## config.mk

```make
export PLATFORM = sky130hd
export DESIGN_NAME = axi_fill_engine_flat
export DESIGN_NICKNAME = d
export VERILOG_FILES = /design/src/rtl/axi_fill_engine_if.sv /design/src/rtl/axi_fill_engine.sv /design/src/flat_wrapper.sv
export SDC_FILE = /design/constraint.sdc
export NUM_CORES = 2
export LEC_CHECK = 0
export CAP_MARGIN = 30
export CORE_MARGIN = 4
export CORE_UTILIZATION = 50
export DETAILED_ROUTE_END_ITERATION = 12
export PLACE_DENSITY = 0.73
export REMOVE_ABC_BUFFERS = 1
export SYNTH_ARGS = -nofsm -noshare
export SYNTH_HDL_FRONTEND = slang
export SYNTH_SLANG_ARGS = --single-unit
```

## constraint.sdc

```tcl
create_clock -name clk -period 33 [get_ports clk]
set_input_delay 4.95 -clock clk [delete_from_list [all_inputs] [get_ports clk]]
set_output_delay 4.95 -clock clk [all_outputs]
set_load 0.01 [all_outputs]
```

## src/rtl/axi_fill_engine_if.sv

```systemverilog
// AXI4 write-only channel bundle (AW, W, B) between the fill engine and memory.
interface axi_fill_engine_if #(
  parameter int IW = 2,
  parameter int AW = 20,
  parameter int DW = 512
);
  logic [IW-1:0]   awid;
  logic [AW-1:0]   awaddr;
  logic [7:0]      awlen;
  logic [2:0]      awsize;
  logic [1:0]      awburst;
  logic            awlock;
  logic [3:0]      awcache;
  logic [3:0]      awqos;
  logic [2:0]      awprot;
  logic            awvalid;
  logic            awready;
  logic [DW-1:0]   wdata;
  logic [DW/8-1:0] wstrb;
  logic            wvalid;
  logic            wlast;
  logic            wready;
  logic [1:0]      bresp;
  logic [IW-1:0]   bid;
  logic            bvalid;
  logic            bready;

  modport master (
    output awid, awaddr, awlen, awsize, awburst, awlock, awcache, awqos, awprot, awvalid,
    input  awready,
    output wdata, wstrb, wvalid, wlast,
    input  wready,
    input  bresp, bid, bvalid,
    output bready
  );

  modport slave (
    input  awid, awaddr, awlen, awsize, awburst, awlock, awcache, awqos, awprot, awvalid,
    output awready,
    input  wdata, wstrb, wvalid, wlast,
    output wready,
    output bresp, bid, bvalid,
    input  bready
  );
endinterface

```

## src/rtl/axi_fill_engine.sv

```systemverilog
// AXI4 write-only fill engine: on a start strobe, writes length bytes from
// base_addr using INCR bursts of BURST_BYTES, with a generated data pattern,
// at most MAX_OUTSTANDING unanswered bursts, and done/error reporting.
module axi_fill_engine #(
  parameter int IW              = 2,
  parameter int AW              = 20,
  parameter int DW              = 512,
  parameter int BURST_BYTES     = 256,
  parameter int MAX_OUTSTANDING = 8
) (
  input  logic              clk,
  input  logic              reset,
  input  logic              start,
  input  logic [AW-1:0]     base_addr,
  input  logic [31:0]       length,
  input  logic [1:0]        mode,
  input  logic [31:0]       seed,
  output logic              busy,
  output logic              done,
  output logic              error,
  axi_fill_engine_if.master m_axi
);

  localparam int         BEAT_BYTES = DW / 8;
  localparam int         BEATS      = BURST_BYTES / BEAT_BYTES;
  localparam int         LANES      = DW / 32;
  localparam logic [7:0] AWLEN_C    = 8'(BEATS - 1);
  localparam logic [2:0] AWSIZE_C   = 3'($clog2(BEAT_BYTES));

  localparam logic [1:0] ST_IDLE  = 2'd0;
  localparam logic [1:0] ST_RUN   = 2'd1;
  localparam logic [1:0] ST_DRAIN = 2'd2;

  // Pattern word for every 32-bit lane of one global beat.
  function automatic logic [DW-1:0] beat_data(input logic [1:0] m, input logic [31:0] s,
                                              input logic [31:0] b, input logic [31:0] beat);
    logic [DW-1:0] d;
    logic [31:0]   w;
    d = {DW{1'b0}};
    for (int i = 0; i < LANES; i++) begin
      w = beat * 32'(LANES) + 32'(i);
      case (m)
        2'd0:    d[i*32 +: 32] = s + w;
        2'd1:    d[i*32 +: 32] = s;
        2'd2:    d[i*32 +: 32] = b + (w << 2);
        default: d[i*32 +: 32] = ~(s + w);
      endcase
    end
    return d;
  endfunction

  logic [1:0]    state_r;
  logic          busy_r, done_r, error_r;
  logic [AW-1:0] base_r;
  logic [1:0]    mode_r;
  logic [31:0]   seed_r, nburst_r;
  logic [31:0]   aw_cnt_r, b_cnt_r, w_burst_r, beat_idx_r;
  logic [7:0]    w_in_r;
  logic [8:0]    outstanding_r;
  logic          awvalid_r, wvalid_r, wlast_r;
  logic [AW-1:0] awaddr_r;
  logic [DW-1:0] wdata_r;

  logic          aw_hs_s, w_hs_s, b_hs_s, b_dec_s, b_err_s, active_s, accept_s, run_start_s;
  logic          last_beat_s, final_w_s, aw_want_s, w_want_s;
  logic [31:0]   nburst_s, aw_cnt_nx_s, b_cnt_nx_s, w_burst_nx_s, beat_nx_s;
  logic [7:0]    w_in_nx_s;
  logic [8:0]    out_nx_s;
  logic          unused_s;

  // Handshakes and next values of all transfer counters.
  always_comb begin
    aw_hs_s     = awvalid_r & m_axi.awready;
    w_hs_s      = wvalid_r & m_axi.wready;
    b_hs_s      = m_axi.bvalid;
    active_s    = (state_r != ST_IDLE);
    accept_s    = (state_r == ST_IDLE) & start;
    nburst_s    = length / 32'(BURST_BYTES);
    run_start_s = accept_s & (nburst_s != 32'd0);
    b_dec_s     = b_hs_s & active_s & ((outstanding_r != 9'd0) | aw_hs_s);
    b_err_s     = b_hs_s & active_s & (m_axi.bresp != 2'b00);
    last_beat_s = (w_in_r == AWLEN_C);
    final_w_s   = w_hs_s & last_beat_s & (w_burst_r == nburst_r - 32'd1);
    aw_cnt_nx_s = aw_cnt_r + {31'd0, aw_hs_s};
    b_cnt_nx_s  = b_cnt_r + {31'd0, b_hs_s & active_s};
    beat_nx_s   = beat_idx_r + {31'd0, w_hs_s};
    if (w_hs_s && last_beat_s) begin
      w_in_nx_s    = 8'd0;
      w_burst_nx_s = w_burst_r + 32'd1;
    end else if (w_hs_s) begin
      w_in_nx_s    = w_in_r + 8'd1;
      w_burst_nx_s = w_burst_r;
    end else begin
      w_in_nx_s    = w_in_r;
      w_burst_nx_s = w_burst_r;
    end
    if (aw_hs_s && !b_dec_s) begin
      out_nx_s = outstanding_r + 9'd1;
    end else if (!aw_hs_s && b_dec_s) begin
      out_nx_s = outstanding_r - 9'd1;
    end else begin
      out_nx_s = outstanding_r;
    end
    aw_want_s = (state_r == ST_RUN) && (aw_cnt_nx_s < nburst_r) &&
                (out_nx_s < 9'(MAX_OUTSTANDING));
    w_want_s  = (state_r == ST_RUN) && (w_burst_nx_s < aw_cnt_nx_s);
  end

  // Control FSM with busy/done/error status.
  always_ff @(posedge clk or posedge reset) begin
    if (reset) begin
      state_r <= ST_IDLE;
      busy_r  <= 1'b0;
      done_r  <= 1'b0;
      error_r <= 1'b0;
    end else begin
      done_r <= 1'b0;
      case (state_r)
        ST_IDLE: begin
          if (start) begin
            error_r <= 1'b0;
            if (nburst_s != 32'd0) begin
              state_r <= ST_RUN;
              busy_r  <= 1'b1;
            end else begin
              done_r <= 1'b1;
            end
          end
        end
        ST_RUN: begin
          if (b_err_s) error_r <= 1'b1;
          if (final_w_s) state_r <= ST_DRAIN;
        end
        ST_DRAIN: begin
          if (b_err_s) error_r <= 1'b1;
          if (b_cnt_nx_s == nburst_r) begin
            state_r <= ST_IDLE;
            busy_r  <= 1'b0;
            done_r  <= 1'b1;
          end
        end
        default: begin
          state_r <= ST_IDLE;
          busy_r  <= 1'b0;
        end
      endcase
    end
  end

  // Command latches and per-run counters (AW issued, B received, W position).
  always_ff @(posedge clk or posedge reset) begin
    if (reset) begin
      base_r        <= {AW{1'b0}};
      mode_r        <= 2'd0;
      seed_r        <= 32'd0;
      nburst_r      <= 32'd0;
      aw_cnt_r      <= 32'd0;
      b_cnt_r       <= 32'd0;
      w_burst_r     <= 32'd0;
      beat_idx_r    <= 32'd0;
      w_in_r        <= 8'd0;
      outstanding_r <= 9'd0;
    end else if (run_start_s) begin
      base_r        <= base_addr;
      mode_r        <= mode;
      seed_r        <= seed;
      nburst_r      <= nburst_s;
      aw_cnt_r      <= 32'd0;
      b_cnt_r       <= 32'd0;
      w_burst_r     <= 32'd0;
      beat_idx_r    <= 32'd0;
      w_in_r        <= 8'd0;
      outstanding_r <= 9'd0;
    end else if (active_s) begin
      aw_cnt_r      <= aw_cnt_nx_s;
      b_cnt_r       <= b_cnt_nx_s;
      w_burst_r     <= w_burst_nx_s;
      beat_idx_r    <= beat_nx_s;
      w_in_r        <= w_in_nx_s;
      outstanding_r <= out_nx_s;
    end else begin
      outstanding_r <= outstanding_r;
    end
  end

  // AW channel: raise on start, hold while stalled, otherwise gate on the outstanding limit.
  always_ff @(posedge clk or posedge reset) begin
    if (reset) begin
      awvalid_r <= 1'b0;
      awaddr_r  <= {AW{1'b0}};
    end else if (run_start_s) begin
      awvalid_r <= 1'b1;
      awaddr_r  <= base_addr;
    end else if (awvalid_r && !m_axi.awready) begin
      awvalid_r <= 1'b1;
    end else begin
      awvalid_r <= aw_want_s;
      if (aw_hs_s) awaddr_r <= awaddr_r + AW'(BURST_BYTES);
    end
  end

  // W channel: present the next beat only once its burst address has been accepted.
  always_ff @(posedge clk or posedge reset) begin
    if (reset) begin
      wvalid_r <= 1'b0;
      wlast_r  <= 1'b0;
      wdata_r  <= {DW{1'b0}};
    end else if (accept_s) begin
      wvalid_r <= 1'b0;
      wlast_r  <= 1'b0;
    end else if (wvalid_r && !m_axi.wready) begin
      wvalid_r <= 1'b1;
    end else begin
      wvalid_r <= w_want_s;
      wlast_r  <= (w_in_nx_s == AWLEN_C);
      wdata_r  <= beat_data(mode_r, seed_r, 32'(base_r), beat_nx_s);
    end
  end

  assign unused_s = ^m_axi.bid;

  assign busy  = busy_r;
  assign done  = done_r;
  assign error = error_r;

  assign m_axi.awid    = {IW{1'b0}};
  assign m_axi.awaddr  = awaddr_r;
  assign m_axi.awlen   = AWLEN_C;
  assign m_axi.awsize  = AWSIZE_C;
  assign m_axi.awburst = 2'b01;
  assign m_axi.awlock  = 1'b0;
  assign m_axi.awcache = 4'd0;
  assign m_axi.awqos   = 4'd0;
  assign m_axi.awprot  = 3'd0;
  assign m_axi.awvalid = awvalid_r;
  assign m_axi.wdata   = wdata_r;
  assign m_axi.wstrb   = {(DW/8){1'b1}};
  assign m_axi.wvalid  = wvalid_r;
  assign m_axi.wlast   = wlast_r;
  assign m_axi.bready  = 1'b1;

endmodule
```

## src/flat_wrapper.sv

```systemverilog
// flat-port wrapper written by rule: the top's interface ports become plain ports
module axi_fill_engine_flat 
#(
  parameter int IW              = 2,
  parameter int AW              = 20,
  parameter int DW              = 512,
  parameter int BURST_BYTES     = 256,
  parameter int MAX_OUTSTANDING = 8
)
  (clk, reset, start, base_addr, length, mode, seed, busy, done, error, m_axi_awid, m_axi_awaddr, m_axi_awlen, m_axi_awsize, m_axi_awburst, m_axi_awlock, m_axi_awcache, m_axi_awqos, m_axi_awprot, m_axi_awvalid, m_axi_awready, m_axi_wdata, m_axi_wstrb, m_axi_wvalid, m_axi_wlast, m_axi_wready, m_axi_bresp, m_axi_bid, m_axi_bvalid, m_axi_bready);
  axi_fill_engine_if #(.IW(IW), .AW(AW), .DW(DW)) m_axi_i ();
  input  logic clk;
  input  logic reset;
  input  logic start;
  input  logic [AW-1:0] base_addr;
  input  logic [31:0] length;
  input  logic [1:0] mode;
  input  logic [31:0] seed;
  output logic busy;
  output logic done;
  output logic error;
  output wire logic [$bits(m_axi_i.awid)-1:0] m_axi_awid;
  output wire logic [$bits(m_axi_i.awaddr)-1:0] m_axi_awaddr;
  output wire logic [$bits(m_axi_i.awlen)-1:0] m_axi_awlen;
  output wire logic [$bits(m_axi_i.awsize)-1:0] m_axi_awsize;
  output wire logic [$bits(m_axi_i.awburst)-1:0] m_axi_awburst;
  output wire logic [$bits(m_axi_i.awlock)-1:0] m_axi_awlock;
  output wire logic [$bits(m_axi_i.awcache)-1:0] m_axi_awcache;
  output wire logic [$bits(m_axi_i.awqos)-1:0] m_axi_awqos;
  output wire logic [$bits(m_axi_i.awprot)-1:0] m_axi_awprot;
  output wire logic [$bits(m_axi_i.awvalid)-1:0] m_axi_awvalid;
  input wire logic [$bits(m_axi_i.awready)-1:0] m_axi_awready;
  output wire logic [$bits(m_axi_i.wdata)-1:0] m_axi_wdata;
  output wire logic [$bits(m_axi_i.wstrb)-1:0] m_axi_wstrb;
  output wire logic [$bits(m_axi_i.wvalid)-1:0] m_axi_wvalid;
  output wire logic [$bits(m_axi_i.wlast)-1:0] m_axi_wlast;
  input wire logic [$bits(m_axi_i.wready)-1:0] m_axi_wready;
  input wire logic [$bits(m_axi_i.bresp)-1:0] m_axi_bresp;
  input wire logic [$bits(m_axi_i.bid)-1:0] m_axi_bid;
  input wire logic [$bits(m_axi_i.bvalid)-1:0] m_axi_bvalid;
  output wire logic [$bits(m_axi_i.bready)-1:0] m_axi_bready;
  assign m_axi_awid = m_axi_i.awid;
  assign m_axi_awaddr = m_axi_i.awaddr;
  assign m_axi_awlen = m_axi_i.awlen;
  assign m_axi_awsize = m_axi_i.awsize;
  assign m_axi_awburst = m_axi_i.awburst;
  assign m_axi_awlock = m_axi_i.awlock;
  assign m_axi_awcache = m_axi_i.awcache;
  assign m_axi_awqos = m_axi_i.awqos;
  assign m_axi_awprot = m_axi_i.awprot;
  assign m_axi_awvalid = m_axi_i.awvalid;
  assign m_axi_i.awready = m_axi_awready;
  assign m_axi_wdata = m_axi_i.wdata;
  assign m_axi_wstrb = m_axi_i.wstrb;
  assign m_axi_wvalid = m_axi_i.wvalid;
  assign m_axi_wlast = m_axi_i.wlast;
  assign m_axi_i.wready = m_axi_wready;
  assign m_axi_i.bresp = m_axi_bresp;
  assign m_axi_i.bid = m_axi_bid;
  assign m_axi_i.bvalid = m_axi_bvalid;
  assign m_axi_bready = m_axi_i.bready;
  axi_fill_engine #(.IW(IW), .AW(AW), .DW(DW), .BURST_BYTES(BURST_BYTES), .MAX_OUTSTANDING(MAX_OUTSTANDING)) u_core (.clk(clk), .reset(reset), .start(start), .base_addr(base_addr), .length(length), .mode(mode), .seed(seed), .busy(busy), .done(done), .error(error), .m_axi(m_axi_i));
endmodule
```

After elaboration in Yosys (flattened, before gate mapping)
Cells that the tools add are included.
{ "op_classes": {"reduce_logical": 27, "magnitude_cmp": 3, "div": 0, "mul": 0, "bitwise": 29, "shift": 0, "n_addsub": 56, "eq_ne": 15, "muxes": 58} }
{ "ops": {"columns": ["operator", "count"], "rows": [
  ["32-bit one-hot mux with 3 select lines", 16],
  ["20-bit by 32-bit adder with 32-bit output", 16],
  ["32-bit adder", 16],
  ["32-bit NOT", 16],
  ["32-bit two-way mux", 9],
  ["32-bit by 4-bit adder with 32-bit output (second input constant)", 8],
  ["32-bit by 3-bit adder with 32-bit output (second input constant)", 4],
  ["32-bit by 1-bit adder with 32-bit output", 3],
  ["32-bit by 1-bit adder with 32-bit output (second input constant)", 2],
  ["32-bit by 2-bit adder with 32-bit output (second input constant)", 2],
  ["20-bit two-way mux", 3],
  ["9-bit two-way mux", 4],
  ["32-bit by 24-bit equality test with 1-bit output", 1],
  ["32-bit equality test", 1],
  ["32-bit by 24-bit < comparator with 1-bit output", 1],
  ["32-bit < comparator", 1],
  ["8-bit two-way mux", 4],
  ["32-bit nonzero test", 1],
  ["24-bit by 1-bit subtractor with 25-bit output (second input constant)", 1],
  ["20-bit by 9-bit adder with 20-bit output (second input constant)", 1],
  ["8-bit by 2-bit equality test with 1-bit output (second input constant)", 2],
  ["1-bit two-way mux", 14],
  ["2-bit by 1-bit != test with 1-bit output (second input constant)", 5],
  ["2-bit nonzero test", 5],
  ["other kinds (22)", 52]
]} }
{ "totals": {"ff_bits": 763, "inputBits": 96, "ram_bits": 0, "romBits": 0, "mem_count": 0, "latch_bits": 0} }

Logic depth before layout (Yosys ltp)
{ "logic_depth": {"depth_word": 10, "depth_mapped": 24} }

Worst setup path after synthesis
OpenSTA, ideal clock, no wires.
{ "synth_path": {"path_type": "input to register", "start": "input port m_axi_wready", "end": "register u_core.wdata_r[380], in the netlist u_core.m_axi.wdata[380]", "cell_stages": 23, "arrival_time_ns": 9.773, "setup_slack_ns": 23.132, "setup_ns": 0.095, "path_cell_list": "nand2_1 inv_1 ha_1 ha_1 nand4_1 or4_1 buf_2 o21ai_0 and2_1 buf_2 inv_2 buf_2 ha_1 buf_1 nand2_1 or3_1 or2_2 clkbuf_1 nand2_1 a21oi_1 xor2_1 a22o_1 o31ai_1"} }
{ "synth_between": {"elab_chain_cells": 6, "elab_cells_between_ends": 11, "classes_between": "4 x add/sub; 1 x mux; 3 x bitwise; 3 x reduce/logical"} }
{ "synth_rtl": {"columns": ["element", "line_no", "rtl"], "rows": [
  ["start, declared", "flat_wrapper.sv:37", "input wire logic [$bits(m_axi_i.wready)-1:0] m_axi_wready;"],
  ["1-bit AND", "axi_fill_engine.sv:74", "w_hs_s = wvalid_r & m_axi.wready;"],
  ["32-bit by 1-bit adder with 32-bit output", "axi_fill_engine.sv:86", "beat_nx_s = beat_idx_r + {31'd0, w_hs_s};"],
  ["32-bit by 4-bit adder with 32-bit output", "axi_fill_engine.sv:41", "w = beat * 32'(LANES) + 32'(i);"],
  ["32-bit adder", "axi_fill_engine.sv:43, axi_fill_engine.sv:46", null],
  ["32-bit NOT", "axi_fill_engine.sv:46", "default: d[i*32 +: 32] = ~(s + w);"],
  ["32-bit one-hot mux with 3 select lines", "axi_fill_engine.sv:42", "case (m)"],
  ["end signal, assigned", "axi_fill_engine.sv:207", "wdata_r <= {DW{1'b0}};"],
  ["end signal, assigned", "axi_fill_engine.sv:216", "wdata_r <= beat_data(mode_r, seed_r, 32'(base_r), beat_nx_s);"],
  ["end, declared", "axi_fill_engine.sv:62", "logic [DW-1:0] wdata_r;"]
]} }
Several ways; a longest one is shown, not always the timed one.
A chain may end at the register's enable or synchronous reset.

Worst setup path after layout
{ "layout_path": {"start": "input port m_axi_wready", "end": "register u_core.wdata_r[244], in the netlist u_core.m_axi.wdata[244]"} }
{ "layout_between": {"elab_chain_cells": 6, "elab_cells_between_ends": 11, "classes_between": "4 x add/sub; 1 x mux; 3 x bitwise; 3 x reduce/logical"} }
{ "layout_rtl": {"columns": ["element", "line_no"], "rows": [
  ["1-bit AND", "axi_fill_engine.sv:74"],
  ["32-bit by 1-bit adder with 32-bit output", "axi_fill_engine.sv:86"],
  ["32-bit by 3-bit adder with 32-bit output", "axi_fill_engine.sv:41"],
  ["32-bit adder", "axi_fill_engine.sv:43, axi_fill_engine.sv:46"],
  ["32-bit NOT", "axi_fill_engine.sv:46"],
  ["32-bit one-hot mux with 3 select lines", "axi_fill_engine.sv:42"]
]} }
Several ways; a longest one is shown, not always the timed one.

==> flow_summary.yaml <==
placement:
  placed_area_um2: 66200
  finalWeightedCongestion: 1.05
  hpwl_um: 197000
  io_buffer_count: 623
synthesis:
  synthSimpleGateAreaFrac_pct: 16.0
  synth_mux_area_share_pct: 2.77
  synth_cell_types: 97
  ys_seq_area_share_pct: 30.5
  synth_top_family_by_area: "compound AO/OA/AOI/OAI gates"
  netlist_area_um2: 59500
  syn_inst: 7776
  synth-compound-area-share_pct: 27.2
  ys.flop_type: "dfrtp_1"
  synth_warnings: 0
  synth_xor_area_share_pct: 13.9
  async_flop_share_pct: 100
  yosysTopAreaCell: "dfrtp_1"
  synth_top_area_share_pct: 30.5
  ys_top_cells_by_area: "dfrtp_1, xnor2_1, o21ai_0"
  synthAdderAreaFrac_pct: 3.08
  synth-seq-cells: 725
  syn_area_per_cell_um2: 7.65
  synth_enable_flop_cells: 0
clock_network:
  cts_buffers: 87
  cts_resized: 0
  cts_tree: "built"
  cts.sinks: 725
  postCtsSetupBuffers: 0
  cts.htree.levels: 3
  root_buffer: "clkbuf_16"
  holdBufCountCts: 0
  cts.path.max_buffers: 3
  clk_latency_ps: 710
  clkTransAtPathRegs_ps: 60
global_route:
  grt_start_max_net_pins: 173
  grt_overflow_total: 0
  antenna_found_initial: 16
  grt_pass1_wl_um: 395000
  track_usage_pct: 41.6
  first_global_vias: 58800
route:
  vias: 63300
  drt-total-wl_um: 272000
  firstDrtPassIters: 10
  post_drt_via_cell_ratio: 6.60
  drc: 0
  ant_nets: 0
  dr.first_iter.drc_count: 8687
  detail_route.wl_per_cell_um: 28.3
sta:
  rsz0062_at_grt: "no"
  tns_ps: 0
  worst_slew_pin_slew_ps: 1160
  fmax_ghz: 0.0851
  worst_slew_margin_rel_pct: 22.8
  min_period_ps: 11750
  skew_ps: 37.2
  report.final.slew_viol_count: 0
  hold_ws_ps: 470
  finalHoldViolations: 0
  setup_viol: 0
  timing.final.crit_share_pct: 35.6
power_and_ir_drop:
  p_leak_nw: 28.1
  power_mw: 3.64
  peakVddDrop_uv: 45.8
  pwr_density_cell_nw_per_um2: 52.4
floorplanning:
  rows: 126
  start_util_pct: 50.4
  die_w_um: 353
  io-pin-count: 726
  die_area_um2: 125000
  core_area_um2: 118000
  die_h_um: 353
final_layout:
  fin_area_um2: 69400
  areaGrowthSynthToFinish_pct: 16.6
  drive_above_1_share_pct: 5.52
  fin_nets: 8223
setup_path:
  required_ps: 33520
  startpoint: "m_axi_wready"
  endpoint_kind: "flop"
  cp-endpoint: "u_core.m_axi.wdata[244]$_DFFE_PP0P_"
  r2r-end: "u_core.m_axi.wdata[244]$_DFFE_PP0P_"
  reg2reg_depth: 18
  r2r_slack_ps: 25530
  crit_type: "input pin to flop"
  crit_path_max_fanout: 17
  r2r_start: "u_core.m_axi.wvalid$_DFF_PP0_"
  cp-start-kind: "input pin"
  arrival_ps: 12270
run:
  maxCapViolations: 0
min_path:
  hp-class: "flop to flop"
outcome:
  status: "completed"
==> Yosys cell counts (all sizes together), types with 140 or more instances <==
cell type,n
a21oi,752
a31oi,148
buf,267
clkbuf,503
dfrtp,725
ha,140
mux2i,152
nand2,954
nand3,142
nor2,626
o21ai,1030
xnor2,592
xor2,348
==> how the worst min path moves through the flow <==
| stage | startpoint | to | depth (start not counted) |
|---|---|---|---|
| floorplan | u_core.base_r[0]$_DFFE_PP0P_ | u_core.base_r[0]$_DFFE_PP0P_ | 2 |
| global placement | u_core.m_axi.wdata[77]$_DFFE_PP0P_ | u_core.m_axi.wdata[77]$_DFFE_PP0P_ | 2 |
| detailed placement | u_core.m_axi.wdata[15]$_DFFE_PP0P_ | u_core.m_axi.wdata[15]$_DFFE_PP0P_ | 2 |
| CTS | u_core.m_axi.wdata[365]$_DFFE_PP0P_ | u_core.m_axi.wdata[365]$_DFFE_PP0P_ | 2 |
| global route | u_core.m_axi.wdata[77]$_DFFE_PP0P_ | u_core.m_axi.wdata[77]$_DFFE_PP0P_ | 2 |
| finish | u_core.m_axi.wdata[365]$_DFFE_PP0P_ | u_core.m_axi.wdata[365]$_DFFE_PP0P_ | 2 |
==> kinds of logic (layout without fill, tap and decap cells) <==
| kind of cell | after synthesis | after routing |
|---|---|---|
| XOR/XNOR | 940 | 940 |
| other | 2 | 99 |
| multiplexers | 163 | 163 |
| flip-flops | 725 | 725 |
| AO/OA/AOI/OAI | 2735 | 2735 |
| adder cells (fa/ha/maj) | 144 | 144 |
| buffers and inverters | 911 | 1092 |
| AND/OR/NAND/NOR | 2156 | 2156 |
==> area by class of cell <==
class                           instances  area, um^2
Fill cell                           10700       48700
Clock buffer                          117        2520
Sequential cell                       725       18100
Antenna cell                            7        17.5
Clock inverter                         36         529
Tap cell                             1536        1920
Inverter                              141         544
Multi-Input combinational cell       6230       38000
Timing Repair Buffer                  798        7760
==> worst max-delay path, cell delays in order <==
cell and delay [ps]:
clkdlybuf4s50_1 510, nand2_1 190, inv_1 180, ha_1 210
ha_1 260, nand4_1 180, or4_1 690, xor2_2 220
inv_1 730, ha_1 720, inv_1 750, o21ai_0 260
a221oi_1 610, o21a_1 650, o21ai_0 230, xor2_1 210
o22ai_1 90, a221oi_1 470, o21ai_0 130
==> placed cells by master, fill, tap and decap left out, types with 17 or more instances in the layout <==
cell type and count:
or3_1 25, mux2i_1 152, nand3_1 140, and4_1 22, conb_1 92, o21a_1 47, nand2b_1 23, buf_4 156
nand4_1 74, xnor2_1 591, a21boi_0 24, o31ai_1 64, a22o_1 51, o21ai_1 36, ha_1 137, xor2_1 344
o21bai_1 25, nand2_1 951, nor2b_1 22, o21ai_0 991, o22ai_1 107, o22a_1 17, inv_1 123, nor4_1 22
nor2_1 618, clkbuf_16 89, and3_1 63, a31oi_1 148, a211oi_1 48, and2_1 25, a21oi_1 748, a221oi_1 60
a21o_1 90, clkdlybuf4s50_1 623, clkbuf_8 20, dfrtp_1 723, nor3_1 82, o211ai_1 118
==> power breakdown <==
part,total [mW],leakage (nW),switching [mW],internal [mW]
clock,1.06,1.49,0.430,0.629
combinational,1.48,18.5,0.938,0.545
sequential,1.09,8.07,0.101,0.993
==> state kept, by name (all words and copies together), names as in the netlist <==
register and cells:
u_core.outstanding_r 9, u_core.w_burst_r 32, u_core.done 1, u_core.m_axi.awvalid 1
u_core.seed_r 32, u_core.aw_cnt_r 32, u_core.m_axi.wvalid 1, u_core.busy 1
u_core.base_r 20, u_core.w_in_r 8, u_core.nburst_r 24, u_core.error 1
u_core.b_cnt_r 32, u_core.beat_idx_r 28, u_core.m_axi.wdata 478, u_core.m_axi.wlast 1
u_core.state_r 2, u_core.m_axi.awaddr 20, u_core.mode_r 2
==> per-stage QoR <==
stage	std cells	util [%]	setup slack (ps)
after floorplan	7096	-	6910
after global routing	9583	58.8	21180
after CTS	9575	58.7	21640
final	9590	58.8	21250
after detailed placement	9422	56.1	20920
after global placement	9401	55.9	20970
==> routing by layer <==
| metal | wire, um | global-route usage (%) |
|---|---|---|
| met5 | 255 | 0.192 |
| met1 | 102000 | 52.9 |
| met3 | 35600 | 13.9 |
| met2 | 114000 | 61.5 |
| met4 | 19700 | 24.4 |
(Power assumes the default switching activity.)
